$ cat src/rtl/mac_operand_sequencer.sv
// Operand-pair buffer and issue sequencer feeding the fp8 MAC stage; captures one dot product per vector.
// Optional build macro MAC_ZERO_SKIP_EN: pairs with a +/-0 operand are not issued to the MAC.
`timescale 1ns/1ps

// state   | meaning
// IDLE    | accept operand writes, wait for start
// CLR     | pulse mac_clr to zero the MAC accumulator
// ISSUE   | present buffer[idx], mac_st high unless the pair is skipped
// WAIT_LO | wait for mac_done low (discard a held-over done level)
// WAIT_HI | wait for mac_done high (MAC latency)
// DROP    | mac_st low for one cycle, advance or finish
// FIN     | vec_done pulse and vec_result valid, release buffer
module mac_operand_sequencer #(
  parameter int DEPTH = 16,
  parameter int AW    = 4
) (
  input  logic          clk,
  input  logic          rst_n,
  input  logic          wr_en,
  input  logic [7:0]    wr_b,
  input  logic [7:0]    wr_c,
  input  logic          start,
  input  logic [7:0]    mac_result,
  input  logic          mac_done,
  output logic [7:0]    mac_b,
  output logic [7:0]    mac_c,
  output logic          mac_st,
  output logic          mac_clr,
  output logic          busy,
  output logic [AW:0]   count,
  output logic          full,
  output logic          vec_done,
  output logic [7:0]    vec_result
);

  typedef enum logic [2:0] {
    IDLE, CLR, ISSUE, WAIT_LO, WAIT_HI, DROP, FIN
  } seqStateT;

  localparam logic [AW:0] FullCount = (AW+1)'(DEPTH);

  seqStateT      state;
  logic [15:0]   pairMem [DEPTH];
  logic [AW-1:0] idx;
  logic [AW-1:0] issueIdx;
  logic [15:0]   issuePair;
  logic          skipPair;
  logic          lastPair;
  logic          wrAccept;

  assign full      = (count == FullCount);
  assign wrAccept  = (state == IDLE) && wr_en && !start && !full;
  // the pair about to be presented: first entry from CLR, next entry from DROP
  assign issueIdx  = (state == DROP) ? idx + AW'(1) : '0;
  assign issuePair = pairMem[issueIdx];
  assign lastPair  = (({1'b0, idx} + (AW+1)'(1)) == count);

`ifdef MAC_ZERO_SKIP_EN
  assign skipPair = (issuePair[14:8] == 7'd0) || (issuePair[6:0] == 7'd0);
`else
  assign skipPair = 1'b0;
`endif

  // buffer contents survive FIN and reset; only count tracks validity
  always_ff @(posedge clk) begin
    if (wrAccept) pairMem[count[AW-1:0]] <= {wr_b, wr_c};
  end

  always_ff @(posedge clk or negedge rst_n) begin
    if (!rst_n) begin
      state      <= IDLE;
      idx        <= '0;
      count      <= '0;
      mac_b      <= 8'h00;
      mac_c      <= 8'h00;
      mac_st     <= 1'b0;
      mac_clr    <= 1'b0;
      busy       <= 1'b0;
      vec_done   <= 1'b0;
      vec_result <= 8'h00;
    end else begin
      mac_clr  <= 1'b0;
      vec_done <= 1'b0;
      if (wrAccept) count <= count + (AW+1)'(1);
      case (state)
        IDLE: begin
          if (start) begin
            idx <= '0;
            if (count == '0) begin
              vec_result <= 8'h00;
              vec_done   <= 1'b1;
              state      <= FIN;
            end else begin
              busy    <= 1'b1;
              mac_clr <= 1'b1;
              state   <= CLR;
            end
          end
        end
        CLR: begin
          mac_b  <= issuePair[15:8];
          mac_c  <= issuePair[7:0];
          mac_st <= !skipPair;
          state  <= ISSUE;
        end
        // mac_st is low here only for a skipped pair
        ISSUE: state <= mac_st ? WAIT_LO : DROP;
        WAIT_LO: begin
          if (!mac_done) state <= WAIT_HI;
        end
        WAIT_HI: begin
          if (mac_done) begin
            mac_st <= 1'b0;
            state  <= DROP;
          end
        end
        DROP: begin
          if (lastPair) begin
            vec_result <= mac_result;
            vec_done   <= 1'b1;
            state      <= FIN;
          end else begin
            idx    <= idx + AW'(1);
            mac_b  <= issuePair[15:8];
            mac_c  <= issuePair[7:0];
            mac_st <= !skipPair;
            state  <= ISSUE;
          end
        end
        FIN: begin
          count <= '0;
          busy  <= 1'b0;
          state <= IDLE;
        end
        default: state <= IDLE;
      endcase
    end
  end

endmodule

$ cat config.mk
export PLATFORM = sky130hd
export DESIGN_NAME = mac_operand_sequencer
export DESIGN_NICKNAME = d
export VERILOG_FILES = /design/src/rtl/mac_operand_sequencer.sv
export SDC_FILE = /design/constraint.sdc
export NUM_CORES = 1
export LEC_CHECK = 0
export ABC_AREA = 1
export CAP_MARGIN = 20
export CELL_PAD_IN_SITES_DETAIL_PLACEMENT = 1
export CELL_PAD_IN_SITES_GLOBAL_PLACEMENT = 1
export CORE_ASPECT_RATIO = 1.75
export CORE_UTILIZATION = 52
export CTS_CLUSTER_DIAMETER = 120
export CTS_CLUSTER_SIZE = 28
export DETAILED_ROUTE_END_ITERATION = 7
export MAX_ROUTING_LAYER = met4
export PLACE_DENSITY_LB_ADDON = 0.2
export RECOVER_POWER = 100
export SYNTH_ARGS = -nofsm -noshare
export SYNTH_HDL_FRONTEND = slang
export SYNTH_SLANG_ARGS = --single-unit
$ cat constraint.sdc
create_clock -name clk -period 7.5 [get_ports clk]
set_clock_uncertainty 0.2 [all_clocks]
set_input_delay 1.5 -clock clk [delete_from_list [all_inputs] [get_ports clk]]
set_output_delay 1.5 -clock clk [all_outputs]
set_load 0.02 [all_outputs]
# ---- Word level (Yosys, flattened, before mapping)
# Memories as Yosys holds them, arrays and structs flattened.
# Cells that the tools add are included.
dict set report op_classes {
  add_sub_neg 3
  n_eq_ne 15
  mux 36
  reduce_logical 18
}
# cell count
set ops {}
lappend ops {{8-bit case mux with 2 select lines} 3}
lappend ops {{8-bit 2-to-1 mux} 5}
lappend ops {{3-bit 2-to-1 mux} 6}
lappend ops {{3-bit case mux with 6 select lines} 1}
lappend ops {{1-bit 2-to-1 mux} 12}
lappend ops {{4-bit 2-to-1 mux} 3}
lappend ops {{2-bit != test (second input constant)} 6}
lappend ops {{3-bit AND reduction} 4}
lappend ops {{5-bit 2-to-1 mux} 2}
lappend ops {{3-bit == test (second input constant)} 3}
lappend ops {{4-bit case mux with 2 select lines} 1}
lappend ops {{2-bit nonzero test} 4}
lappend ops {{3-bit by 2-bit == test with 1-bit output (second input constant)} 2}
lappend ops {{4-bit by 1-bit adder with 5-bit output (second input constant)} 1}
lappend ops {{5-bit by 1-bit adder with 5-bit output (second input constant)} 1}
lappend ops {{5-bit == test} 1}
lappend ops {{5-bit == test (second input constant)} 1}
lappend ops {{5-bit zero test} 1}
lappend ops {{4-bit by 1-bit adder with 4-bit output (second input constant)} 1}
lappend ops {{1-bit case mux with 2 select lines} 2}
lappend ops {{4-bit AND reduction} 1}
lappend ops {{3-bit by 1-bit == test with 1-bit output (second input constant)} 1}
lappend ops {{1-bit logical AND} 3}
lappend ops {{3-bit zero test} 1}
lappend ops {{5 further kinds} 6}
dict set report word_totals {
  reg_bits 40
  ram_bits 256
  input_bits 29
  out_inout_bits 34
  elab_cells 83
  mem_count 1
}
# name words width rd rd_clocked_by_memory_dff write_ports line_no
set memory_table {}
lappend memory_table {pairMem 16 16 1 0 1 43} ;# logic [15:0] pairMem [DEPTH];

# ---- Logic depth before layout (Yosys ltp)
dict set report logic_depth {
  word_depth 6
  ltp_mapped 13
  mapped_depth_nobuf 12
}

# ---- Worst setup path after synthesis
# Ideal clock, no wire load.
dict set report synth_timing {
  path_kind {input to register}
  from {in start}
  to {mem pairMem[4][0], enable pin}
  setup_time_ns 0.409
  arrival_time_ns 2.906
  required_ns 6.891
  path_slack_ns 3.985
  cell_stages 3
  cell_sequence {nor2_2 nand3_2 nor3_1}
}
dict set report synth_via {
  elab_chain_cells 5
}
# item line_no
set synth_rtl {}
lappend synth_rtl {{start, declared} 22} ;# input logic start,
lappend synth_rtl {{1-bit zero test} 52} ;# assign wrAccept = (state == IDLE) && wr_en && !start && !full;
lappend synth_rtl {{1-bit logical AND (2 in a row)} 52}
lappend synth_rtl {{1-bit 2-to-1 mux} 66} ;# if (wrAccept) pairMem[count[AW-1:0]] <= {wr_b, wr_c};
lappend synth_rtl {{1-bit 2-to-1 mux (implied by the code)} 66}
lappend synth_rtl {{end, declared} 43}
# Every way passes these cells.

# ---- Worst setup path in the final report
dict set report layout_timing {
  from {reg state[2]}
  to {reg mac_b[0]}
}
dict set report layout_via {
  elab_chain_cells 5
}
# item line_no
set layout_rtl {}
lappend layout_rtl {{start, declared} 42} ;# seqStateT state;
lappend layout_rtl {{start signal, assigned} 107} ;# ISSUE: state <= mac_st ? WAIT_LO : DROP;
lappend layout_rtl {{3-bit == test} {54, 85}}
lappend layout_rtl {{4-bit 2-to-1 mux} 54} ;# assign issueIdx = (state == DROP) ? idx + AW'(1) : '0;
lappend layout_rtl {{memory read 16 x 16 bit} -}
lappend layout_rtl {{8-bit 2-to-1 mux} 118} ;# if (lastPair) begin
lappend layout_rtl {{8-bit case mux with 2 select lines} 85} ;# case (state)
lappend layout_rtl {{end signal, assigned} 101} ;# mac_b <= issuePair[15:8];
lappend layout_rtl {{end signal, assigned} 124} ;# mac_b <= issuePair[15:8];
lappend layout_rtl {{end, declared} 25} ;# output logic [7:0] mac_b,
# Parallel ways exist; a longest one is shown, timed or not. The select of a mux whose other input is x is not followed.
# A chain may end at the register's enable or synchronous reset.

==> metrics.txt <==
status=complete, but fails checks; failing checks=max-capacitance violations, max-slew violations; Synthesized Nets=1313; ratio of cells with drive above 1 in the final layout=0.0395; Area Growth Syn to Fin=9.15%; Max Slew Vio Count=roughly 250; die height=roughly 210 um; root buffer cell=clkbuf_16; WL/cell=roughly 23 um; CP Class=reg -> reg; DP HPWL=22500 um; critical path data arrival time=between 5 and 6 ns; final hold vios=0; hold_ws=around 0.32 ns; Peak supply drop=between 0.2 and 0.25 mV; Util after Layout=0.580; RSZ-0062 raised after global routing=false; share of the synthesized area in the top cell type=0.585; core area=0.0247 sq mm; vias in the first global route=about 10000; met2 wire len=roughly 20000 um; total grt overflow=0; drt total wl=between 30000 and 40000 um; WL met3=between 1500 and 2000 um; FP Rows=76; Worst slew margin=-0.776; crit start category=register; Post-Syn Instances=about 1300; crit path cell chain=clkbuf_1, inv_2, nor2_1, buf_4, inv_1, nor2_4, inv_2, nand3_1, nand2_1, nand2_1, nand2_1; initial antenna violation count=1; # nets final=about 1300; worst skew pair latency=approximately 0.52 ns; Seq/Total Area, Yosys=0.662; worst hold path type=reg -> reg; Tmin final=around 5.6 ns; Top Metal Used=met4; fin crit share=0.749; via total after detailed routing=approximately 9400; Synthesis Warnings=0; buffers plus inverters on the worst setup path=5; CTS Sinks=between 200 and 300; CP dominant cell by count=nand2_1; leakage power=between 6 and 7 nW; GRT Overall Usage=0.306; die area=about 0.026 sq mm; TritonRoute pass-1 iters=5; Routed Antenna Nets=0; DRT iter0 DRCs=between 700 and 800; Synth area leader=edfxtp_1; Yosys cell types=31; Port Buffers=62; clk buf depth=3; Max Fanout on Critical Path=49; DIE WIDTH=around 120 um; setup violators final=0; synthesized cell area=0.0131 sq mm; H-Tree Depth=1; Worst R2R Setup Slack=1.88 ns; Area contributors post-synth=edfxtp_1, nand3_1, dfrtp_1; met1 WL=14000 um; CP peak stage delay=roughly 1.9 ns; initial core utilization=0.531; Setup Buffers After CTS=0; fmax=0.178 GHz; Avg Inst Size Synth=~10 sq um; PwrDens=between 200 and 300 mW/mm^2; endpoint type of the worst setup path=register; setup_tns=0 ns; # hold bufs at CTS=0; fill count=approximately 2700; synthesis-stage register bit count=around 300; Worst path top cell family by delay=buffers and inverters; Num CTS Buffers=14; Final Wtd Congestion=0.830; CP Data Required Time=slightly below 8 ns; first-pass GRT wire length=about 56000 um; slowest cell on the critical path=clkbuf_1; slew at the pin closest to its max-slew limit=roughly 2.7 ns; Reg clk slew, reported paths=approximately 0.11 ns; CTS tree=built; post-cts sizing count=0; vias per cell=around 5.8; I/O pin cnt=63; max_cap viols=12; DR DRC count=0; largest net degree at the start of global routing=between 60 and 70
cell usage after synthesis (all sizes together):
master / number
buf: 36
clkbuf: 31
inv: 194
nand2: 263
nor2: 129
o21a: 1
edfxtp: 256
nand4: 38
o31ai: 1
xor2: 2
ha: 5
xnor2: 1
a21oi: 4
dfrtp: 40
o21ai: 13
or2: 14
nand3: 217
o2111ai: 15
nor3: 6
nand3b: 13
metrics by stage:
step	setup WS (ns)	std cells	instance area, sq um	total power [mW]
after floorplan	3.98	1279	13100	2.76
after global placement	3.33	1602	14000	3.21
after detailed placement	3.27	1602	14000	3.25
after CTS	3.52	1626	14400	4.13
after global routing	1.77	1628	14300	4.23
final	1.88	1628	14300	4.06
registers in the layout, indices dropped and copies added, names as in the netlist, 3 cells and up:
register,flops
count,5
idx,4
mac_b,8
mac_c,8
pairMem,256
state,3
vec_result,8
cell type report:
class | count | area, sq um | share of cell area
clock inverter | 1 | 16.3 | 0.00113
clock buffer | 23 | 405 | 0.0283
sequential | 296 | 8690 | 0.606
antenna | 1 | 2.50 | 0.000175
inverter | 194 | 728 | 0.0508
timing repair buffer | 79 | 704 | 0.0491
tap | 312 | 390 | 0.0272
multi-input combinational | 722 | 3400 | 0.237
per-layer routing:
metal | global-route usage | vias to the layer above
met1 | 0.354 | 4771
met2 | 0.531 | 291
met5 | - | -
li1 | - | 4292
met3 | 0.0287 | 89
met4 | 0.142 | 0
worst paths after layout:
path                           from        to  cells past startpoint
setup / recovery           state[2]  mac_b[0]                     11
hold / removal             mac_b[1]  mac_b[1]                      2
setup reg to reg           state[2]  mac_b[0]                     11
hold reg to reg            mac_b[1]  mac_b[1]                      2
max in group asynchronous     rst_n    idx[0]                      1
min in group asynchronous     rst_n  mac_c[0]                      1
cells in the final DEF, fill, tap and decap left out, types with 9 or more instances in the layout:
master and count:
dlygate4sd3_1 52, nand3_1 215, nor2_1 126, or2_2 14, dfrtp_1 39, o21ai_0 10, clkbuf_1 19, nand4_1 38
edfxtp_1 256, clkbuf_16 15, o2111ai_1 15, clkdlybuf4s50_1 9, nand3b_1 13, nand2_1 261, inv_1 188
power by group:
part	switching (mW)	internal [mW]
Sequential	0.0762	1.90
Clock	0.514	0.382
Combinational	0.842	0.341
kinds of logic after synthesis:
logic type / Yosys count / synth area share
and+or+nand+nor: 680 / 0.235
xor gates and xnor gates: 3 / 0.00200
AOI/OAI and AO/OA: 34 / 0.0176
adders and majority gates: 5 / 0.00476
buffers and inverters: 261 / 0.0788
DFF: 296 / 0.662
worst min-delay path: stages, from the launching register on:
cell,delay (ns)
dfrtp_1,0.35
nand3_1,0.08
nand2_1,0.06
Power figures use the tool's default switching activity.
